`src/rtl/prog_loader.sv`:
```
`timescale 1ns/1ps
// prog_loader -- boot-time program loader.
// Receives a big-endian byte stream: a 4-byte word count N, then N 32-bit
// instruction words (written to instruction memory at addresses 0..N-1),
// then, when PROG_LOADER_CHECKSUM_EN is defined, a 4-byte XOR checksum.
// The processor is held in reset until the program has been loaded, and
// is held again if loading fails.
// Ports:
//   clk          system clock, rising edge
//   reset        asynchronous active-low reset
//   in_data      program byte stream
//   in_valid     in_data valid
//   in_ready     loader accepts a byte (transfer when in_valid & in_ready)
//   reload       single-cycle restart request, honoured in RUN and ERR only
//   imem_we      instruction-memory write strobe (one cycle per word)
//   imem_addr    instruction-memory word address
//   imem_wdata   instruction word to write
//   cpu_reset    active-high processor reset
//   loaded_words number of words written since the last load start
//   err          load failed; processor held in reset
// Optional feature macro: PROG_LOADER_CHECKSUM_EN (adds the CHK state and
// the XOR accumulator).
module prog_loader #(
  parameter int ADDR_W = 6
) (
  input  logic              clk,
  input  logic              reset,
  input  logic [7:0]        in_data,
  input  logic              in_valid,
  output logic              in_ready,
  input  logic              reload,
  output logic              imem_we,
  output logic [ADDR_W-1:0] imem_addr,
  output logic [31:0]       imem_wdata,
  output logic              cpu_reset,
  output logic [ADDR_W:0]   loaded_words,
  output logic              err
);

  localparam logic [31:0] DEPTH = 32'(2**ADDR_W);

  typedef enum logic [2:0] {
    ST_HDR  = 3'd0,
    ST_LOAD = 3'd1,
`ifdef PROG_LOADER_CHECKSUM_EN
    ST_CHK  = 3'd2,
`endif
    ST_REL  = 3'd3,
    ST_RUN  = 3'd4,
    ST_ERR  = 3'd5
  } state_t;

`ifdef PROG_LOADER_CHECKSUM_EN
  localparam state_t POST_DATA = ST_CHK;
`else
  localparam state_t POST_DATA = ST_REL;
`endif

  state_t            state_r;
  state_t            state_next_s;
  logic [1:0]        byte_cnt_r;
  logic [23:0]       shift_r;      // first three bytes of the current field
  logic [ADDR_W:0]   count_r;      // N from the header (only valid when N <= DEPTH)
  logic [ADDR_W:0]   loaded_r;     // doubles as the next word index
  logic              we_r;
  logic [ADDR_W-1:0] addr_r;
  logic [31:0]       wdata_r;
`ifdef PROG_LOADER_CHECKSUM_EN
  logic [31:0]       xor_r;
`endif

  logic              in_ready_s;
  logic              cpu_reset_s;
  logic              err_s;
  logic              xfer_s;
  logic              word_done_s;
  logic [31:0]       word_s;
  logic              last_word_s;
  logic              reload_go_s;

  assign xfer_s      = in_valid & in_ready_s;
  assign word_done_s = xfer_s & (byte_cnt_r == 2'd3);
  assign word_s      = {shift_r, in_data};
  assign last_word_s = ((loaded_r + {{ADDR_W{1'b0}}, 1'b1}) == count_r);
  assign reload_go_s = reload & ((state_r == ST_RUN) | (state_r == ST_ERR));

  // State register.
  always_ff @(posedge clk or negedge reset) begin
    if (!reset) begin
      state_r <= ST_HDR;
    end else begin
      state_r <= state_next_s;
    end
  end

  // Next-state logic; the last word's transfer moves straight on so the
  // write strobe coincides with REL/CHK and no extra byte is accepted.
  always_comb begin
    state_next_s = state_r;
    case (state_r)
      ST_HDR: begin
        if (word_done_s) begin
          if (word_s > DEPTH) begin
            state_next_s = ST_ERR;
          end else if (word_s == 32'd0) begin
            state_next_s = POST_DATA;
          end else begin
            state_next_s = ST_LOAD;
          end
        end else begin
          state_next_s = ST_HDR;
        end
      end
      ST_LOAD: begin
        if (word_done_s && last_word_s) begin
          state_next_s = POST_DATA;
        end else begin
          state_next_s = ST_LOAD;
        end
      end
`ifdef PROG_LOADER_CHECKSUM_EN
      ST_CHK: begin
        if (word_done_s) begin
          if (word_s == xor_r) begin
            state_next_s = ST_REL;
          end else begin
            state_next_s = ST_ERR;
          end
        end else begin
          state_next_s = ST_CHK;
        end
      end
`endif
      ST_REL: begin
        state_next_s = ST_RUN;
      end
      ST_RUN, ST_ERR: begin
        if (reload) begin
          state_next_s = ST_HDR;
        end else begin
          state_next_s = state_r;
        end
      end
      default: begin
        state_next_s = ST_HDR;
      end
    endcase
  end

  // State-decoded outputs.
  always_comb begin
    in_ready_s  = 1'b0;
    cpu_reset_s = 1'b1;
    err_s       = 1'b0;
    case (state_r)
      ST_HDR, ST_LOAD: begin
        in_ready_s = 1'b1;
      end
`ifdef PROG_LOADER_CHECKSUM_EN
      ST_CHK: begin
        in_ready_s = 1'b1;
      end
`endif
      ST_RUN: begin
        cpu_reset_s = 1'b0;
      end
      ST_ERR: begin
        err_s = 1'b1;
      end
      default: begin
        in_ready_s = 1'b0;
      end
    endcase
  end

  // Byte assembly, word counting and the registered write port.
  always_ff @(posedge clk or negedge reset) begin
    if (!reset) begin
      byte_cnt_r <= 2'd0;
      shift_r    <= 24'd0;
      count_r    <= {(ADDR_W+1){1'b0}};
      loaded_r   <= {(ADDR_W+1){1'b0}};
      we_r       <= 1'b0;
      addr_r     <= {ADDR_W{1'b0}};
      wdata_r    <= 32'd0;
`ifdef PROG_LOADER_CHECKSUM_EN
      xor_r      <= 32'd0;
`endif
    end else begin
      we_r <= 1'b0;
      if (reload_go_s) begin
        byte_cnt_r <= 2'd0;
        shift_r    <= 24'd0;
        count_r    <= {(ADDR_W+1){1'b0}};
        loaded_r   <= {(ADDR_W+1){1'b0}};
`ifdef PROG_LOADER_CHECKSUM_EN
        xor_r      <= 32'd0;
`endif
      end else if (xfer_s) begin
        shift_r    <= {shift_r[15:0], in_data};
        byte_cnt_r <= byte_cnt_r + 2'd1;
        if (word_done_s && (state_r == ST_HDR)) begin
          count_r <= word_s[ADDR_W:0];
        end else if (word_done_s && (state_r == ST_LOAD)) begin
          we_r     <= 1'b1;
          addr_r   <= loaded_r[ADDR_W-1:0];
          wdata_r  <= word_s;
          loaded_r <= loaded_r + {{ADDR_W{1'b0}}, 1'b1};
`ifdef PROG_LOADER_CHECKSUM_EN
          xor_r    <= xor_r ^ word_s;
`endif
        end
      end
    end
  end

  assign in_ready     = in_ready_s;
  assign cpu_reset    = cpu_reset_s;
  assign err          = err_s;
  assign imem_we      = we_r;
  assign imem_addr    = addr_r;
  assign imem_wdata   = wdata_r;
  assign loaded_words = loaded_r;

endmodule
```
`config.mk`:
```
export PLATFORM = sky130hd
export DESIGN_NAME = prog_loader
export DESIGN_NICKNAME = d
export VERILOG_FILES = /design/src/rtl/prog_loader.sv
export SDC_FILE = /design/constraint.sdc
export NUM_CORES = 1
export LEC_CHECK = 0
export CAP_MARGIN = 20
export CORE_UTILIZATION = 56
export CTS_CLUSTER_DIAMETER = 30
export DETAILED_ROUTE_END_ITERATION = 7
export PLACE_DENSITY = 0.84
export SETUP_SLACK_MARGIN = 0.15
export SLEW_MARGIN = 20
export SYNTH_ARGS = -nofsm -noshare
export SYNTH_HDL_FRONTEND = slang
export SYNTH_SLANG_ARGS = --single-unit
```
`constraint.sdc`:
```
create_clock -name clk -period 2.9 [get_ports clk]
set_input_delay 0.87 -clock clk [delete_from_list [all_inputs] [get_ports clk]]
set_output_delay 0.87 -clock clk [all_outputs]
set_load 0.01 [all_outputs]
```
==> run metrics, run 1 <==
peak supply drop=618 uV; slowest stage delay, CP=approximately 0.55 ns; R2R Path Start=loaded_words[0]; die area=6620 um2; clock buffer count from CTS=9; Fmax achieved=~0.38 GHz; r2r endpoint=state_r[1]; ant diodes=0; Cell Rows=28; Slew Viols, Final=0; Crit path buffers/inverters=1; hold endpoint=imem_wdata[31]; R2R Setup Slk=0.89 ns; cells after synthesis=roughly 380; syn avg cell area=~9.3 um2; MaxCap Viol Count=0; XOR/XNOR share of the synthesized area=~2.2%; Area Overhead vs Synth=26.7%; CTS Buffer Depth=2; Boundary Pins=just over 60; Via density=roughly 5.5; Placed Instances=approximately 500; CTS tree=yes; post-synth top area cell=dfrtp_1; Yosys top cell area share=about three fifths; global-route wire length before repair=13200 um; leakage power=roughly 2.1 nW; Hold Vio Cnt, Final=0; Finished Layout Cells=~520; Final period util=roughly 91%; hold depth=2; Die Wd=slightly above 80 um; I/O Buffers=60; vias in the first global route=~2.8k; via count=2887; setup TNS=0 ns; Synth area leaders=dfrtp_1, nand2_1, a21oi_1; Slew HR=around 61%; CP Cell Sequence=nor2b_2, and2_1, clkdlybuf4s50_1; top-count cell post-synth=nand2_1; fin nets=between 400 and 500; CORE AREA=about 6000 um2; Iteration-0 DRC Markers=339; outcome=finished clean; CP Data Arrival Time=roughly 1.8 ns; mux cell area share after synthesis=less than 1%; Hold WC Path Type=reg -> reg; hold_sp=imem_wdata[31]; GRT Residual Overflow=0; Worst path top cell family by delay=buffers and inverters; initial antenna violation count=0; Post-Syn Area=approximately 3500 um2; RSZ-0062 raised after global routing=false; final setup fails=0; top_reg_cell synth=dfrtp_1; Post-CTS Hold Buffers=0; Residual DRC=0; synth cell count leaders=nand2_1, dfrtp_1, a21oi_1; post-synthesis sequential area ratio=58.2%; synth unique cells=40; total of warnings raised by yosys=0; Worst Path Required=just over 2 ns; largest fanout on the critical path=5; share of post-route cells with drive strength above 1=roughly 8.5%; DRT Pass-1 Iters=4; CTS H-Tree Depth=3; synthesized flop and latch total=82; largest family of logic cells by synthesized area=simple AND/OR/NAND/NOR gates; Tmin final=between 2 and 3 ns; adder-cell share of the synthesized area=less than 1%; syn nets=between 300 and 400; Crit Path Class=reg -> out; Synth Area in Compound Gates=between 10 and 15%; Avg WL per Cell=between 15 and 20 um; # fillers=405; Worst setup EP type=primary output; Placer Congestion=just under 0.9; clk slew on worst S/H paths=0.08 ns; Post-synth EDFFs=0; DP HPWL=roughly 5400 um; CP max stage cell=clkdlybuf4s50_1; Worst-Skew Late Latency=0.34 ns; total track usage=26.8%; die height=~80 um; Post-synth ARST share=100%; final WL=7950 um; FF-to-FF path depth=6; Slew @ Worst Pin=a little under 0.6 ns; hold_ws=0.476 ns; Startpoint Class=flip-flop; clock skew=around 0.0043 ns; initial core utilization=approximately three fifths; Sink Count=between 80 and 90; pin count of the biggest net entering global routing=47; Post-Synth Simple-Gate Area=between 20% and 30%; CTS root buf=clkbuf_8; Pwr Density=between 900 and 1000 nW/um2; DRT antenna net count=0
==> state kept, by name, indices dropped and copies added, names as in the netlist <==
register,cells
byte_cnt_r,2
state_r,3
count_r,7
imem_we,1
imem_addr,6
imem_wdata,32
shift_r,24
loaded_words,7
==> cell usage in the layout (no fill, tap or decap), drive strengths merged, types with 4 or more instances in the layout <==
master	synthesis	routed
buf	10	10
a22o	8	8
bufinv	0	4
a21oi	25	25
nand3	5	5
nor4	7	7
clkdlybuf4s50	0	59
xnor2	5	5
xor2	4	4
nand2	172	172
o21ai	11	11
dfrtp	82	82
and2	4	4
nor2	11	11
clkbuf	7	9
==> area by class of cell <==
| cell class | count | area [um2] | area share (%) |
|---|---|---|---|
| sequential | 82 | 2050 | 46.0 |
| multi-input combinational | 277 | 1380 | 30.8 |
| timing repair buffer | 69 | 666 | 14.9 |
| clock inverter | 7 | 141 | 3.17 |
| clock buffer | 9 | 124 | 2.77 |
| tap | 75 | 93.8 | 2.10 |
| inverter | 3 | 11.3 | 0.252 |
==> what timing repair did <==
item                       4_1_cts  5_1_grt
setup endpoints to repair        0        1
buffers inserted                 0        0
resized for setup                0        1
==> metrics by stage <==
stage / setup WS [ns] / instance area [um2] / util [%] / total power [mW]
after CTS: 0.192 / 4460 / 74.5 / 4.39
after floorplan: 1.01 / 3530 / - / 2.62
after global routing: 0.189 / 4470 / 74.5 / 4.64
final: 0.257 / 4470 / 74.5 / 4.37
after detailed placement: 0.319 / 4200 / 70.1 / 3.30
after global placement: 0.407 / 4200 / 70.1 / 3.25
==> per-layer routing <==
layer	track usage, %	vias up	part of all wire [%]
li1	-	1362	-
met1	36.3	1395	44
met2	41.7	114	47
met3	4.83	16	6.7
met4	13.2	0	2.0
met5	0	-	0
==> worst register-to-register path: cells and delay by family (launching register included) <==
family | cells | cell delay, ns
adders and majority gates | 1 | 0.33
AOI/OAI and AO/OA | 3 | 0.61
muxes | 1 | 0.22
xor gates and xnor gates | 1 | 0.24
DFF | 1 | 0.52
==> logic make-up after synthesis <==
| family | after synthesis |
|---|---|
| multiplexers | 1 |
| buffers and inverters | 20 |
| adder cells (fa/ha/maj) | 2 |
| XOR/XNOR | 9 |
| AND/OR/NAND/NOR | 210 |
| AO/OA/AOI/OAI | 55 |
| flip-flops | 82 |
==> power by group <==
group          switching [mW]  internal (mW)  leakage (nW)  total [mW]
sequential              0.356           1.55          1.07        1.90
combinational           0.675          0.729         0.918        1.40
clock                   0.407          0.659         0.129        1.07
total                    1.44           2.93          2.12        4.37
==> how the worst max path moves through the flow <==
stage               startpoint               to  slack [ns]  cells after the start
finish              state_r[2]              err        0.26                      3
global route        state_r[2]              err        0.19                      3
CTS                 state_r[2]              err        0.19                      3
detailed placement    in_valid  loaded_words[4]        0.32                      7
global placement      in_valid      shift_r[10]        0.41                      5
floorplan             in_valid       state_r[1]        1.01                      6
No activity file was read; power rests on OpenSTA's default activity.
==> run 2: changes to the inputs <==
--- a/config.mk
+++ b/config.mk
@@ -11,7 +11,6 @@
 export DETAILED_ROUTE_END_ITERATION = 7
 export PLACE_DENSITY = 0.84
 export SETUP_SLACK_MARGIN = 0.15
-export SLEW_MARGIN = 20
 export SYNTH_ARGS = -nofsm -noshare
 export SYNTH_HDL_FRONTEND = slang
 export SYNTH_SLANG_ARGS = --single-unit
==> results of run 2 <==
Final layout, timing and power as in run 1 (identical DEF).
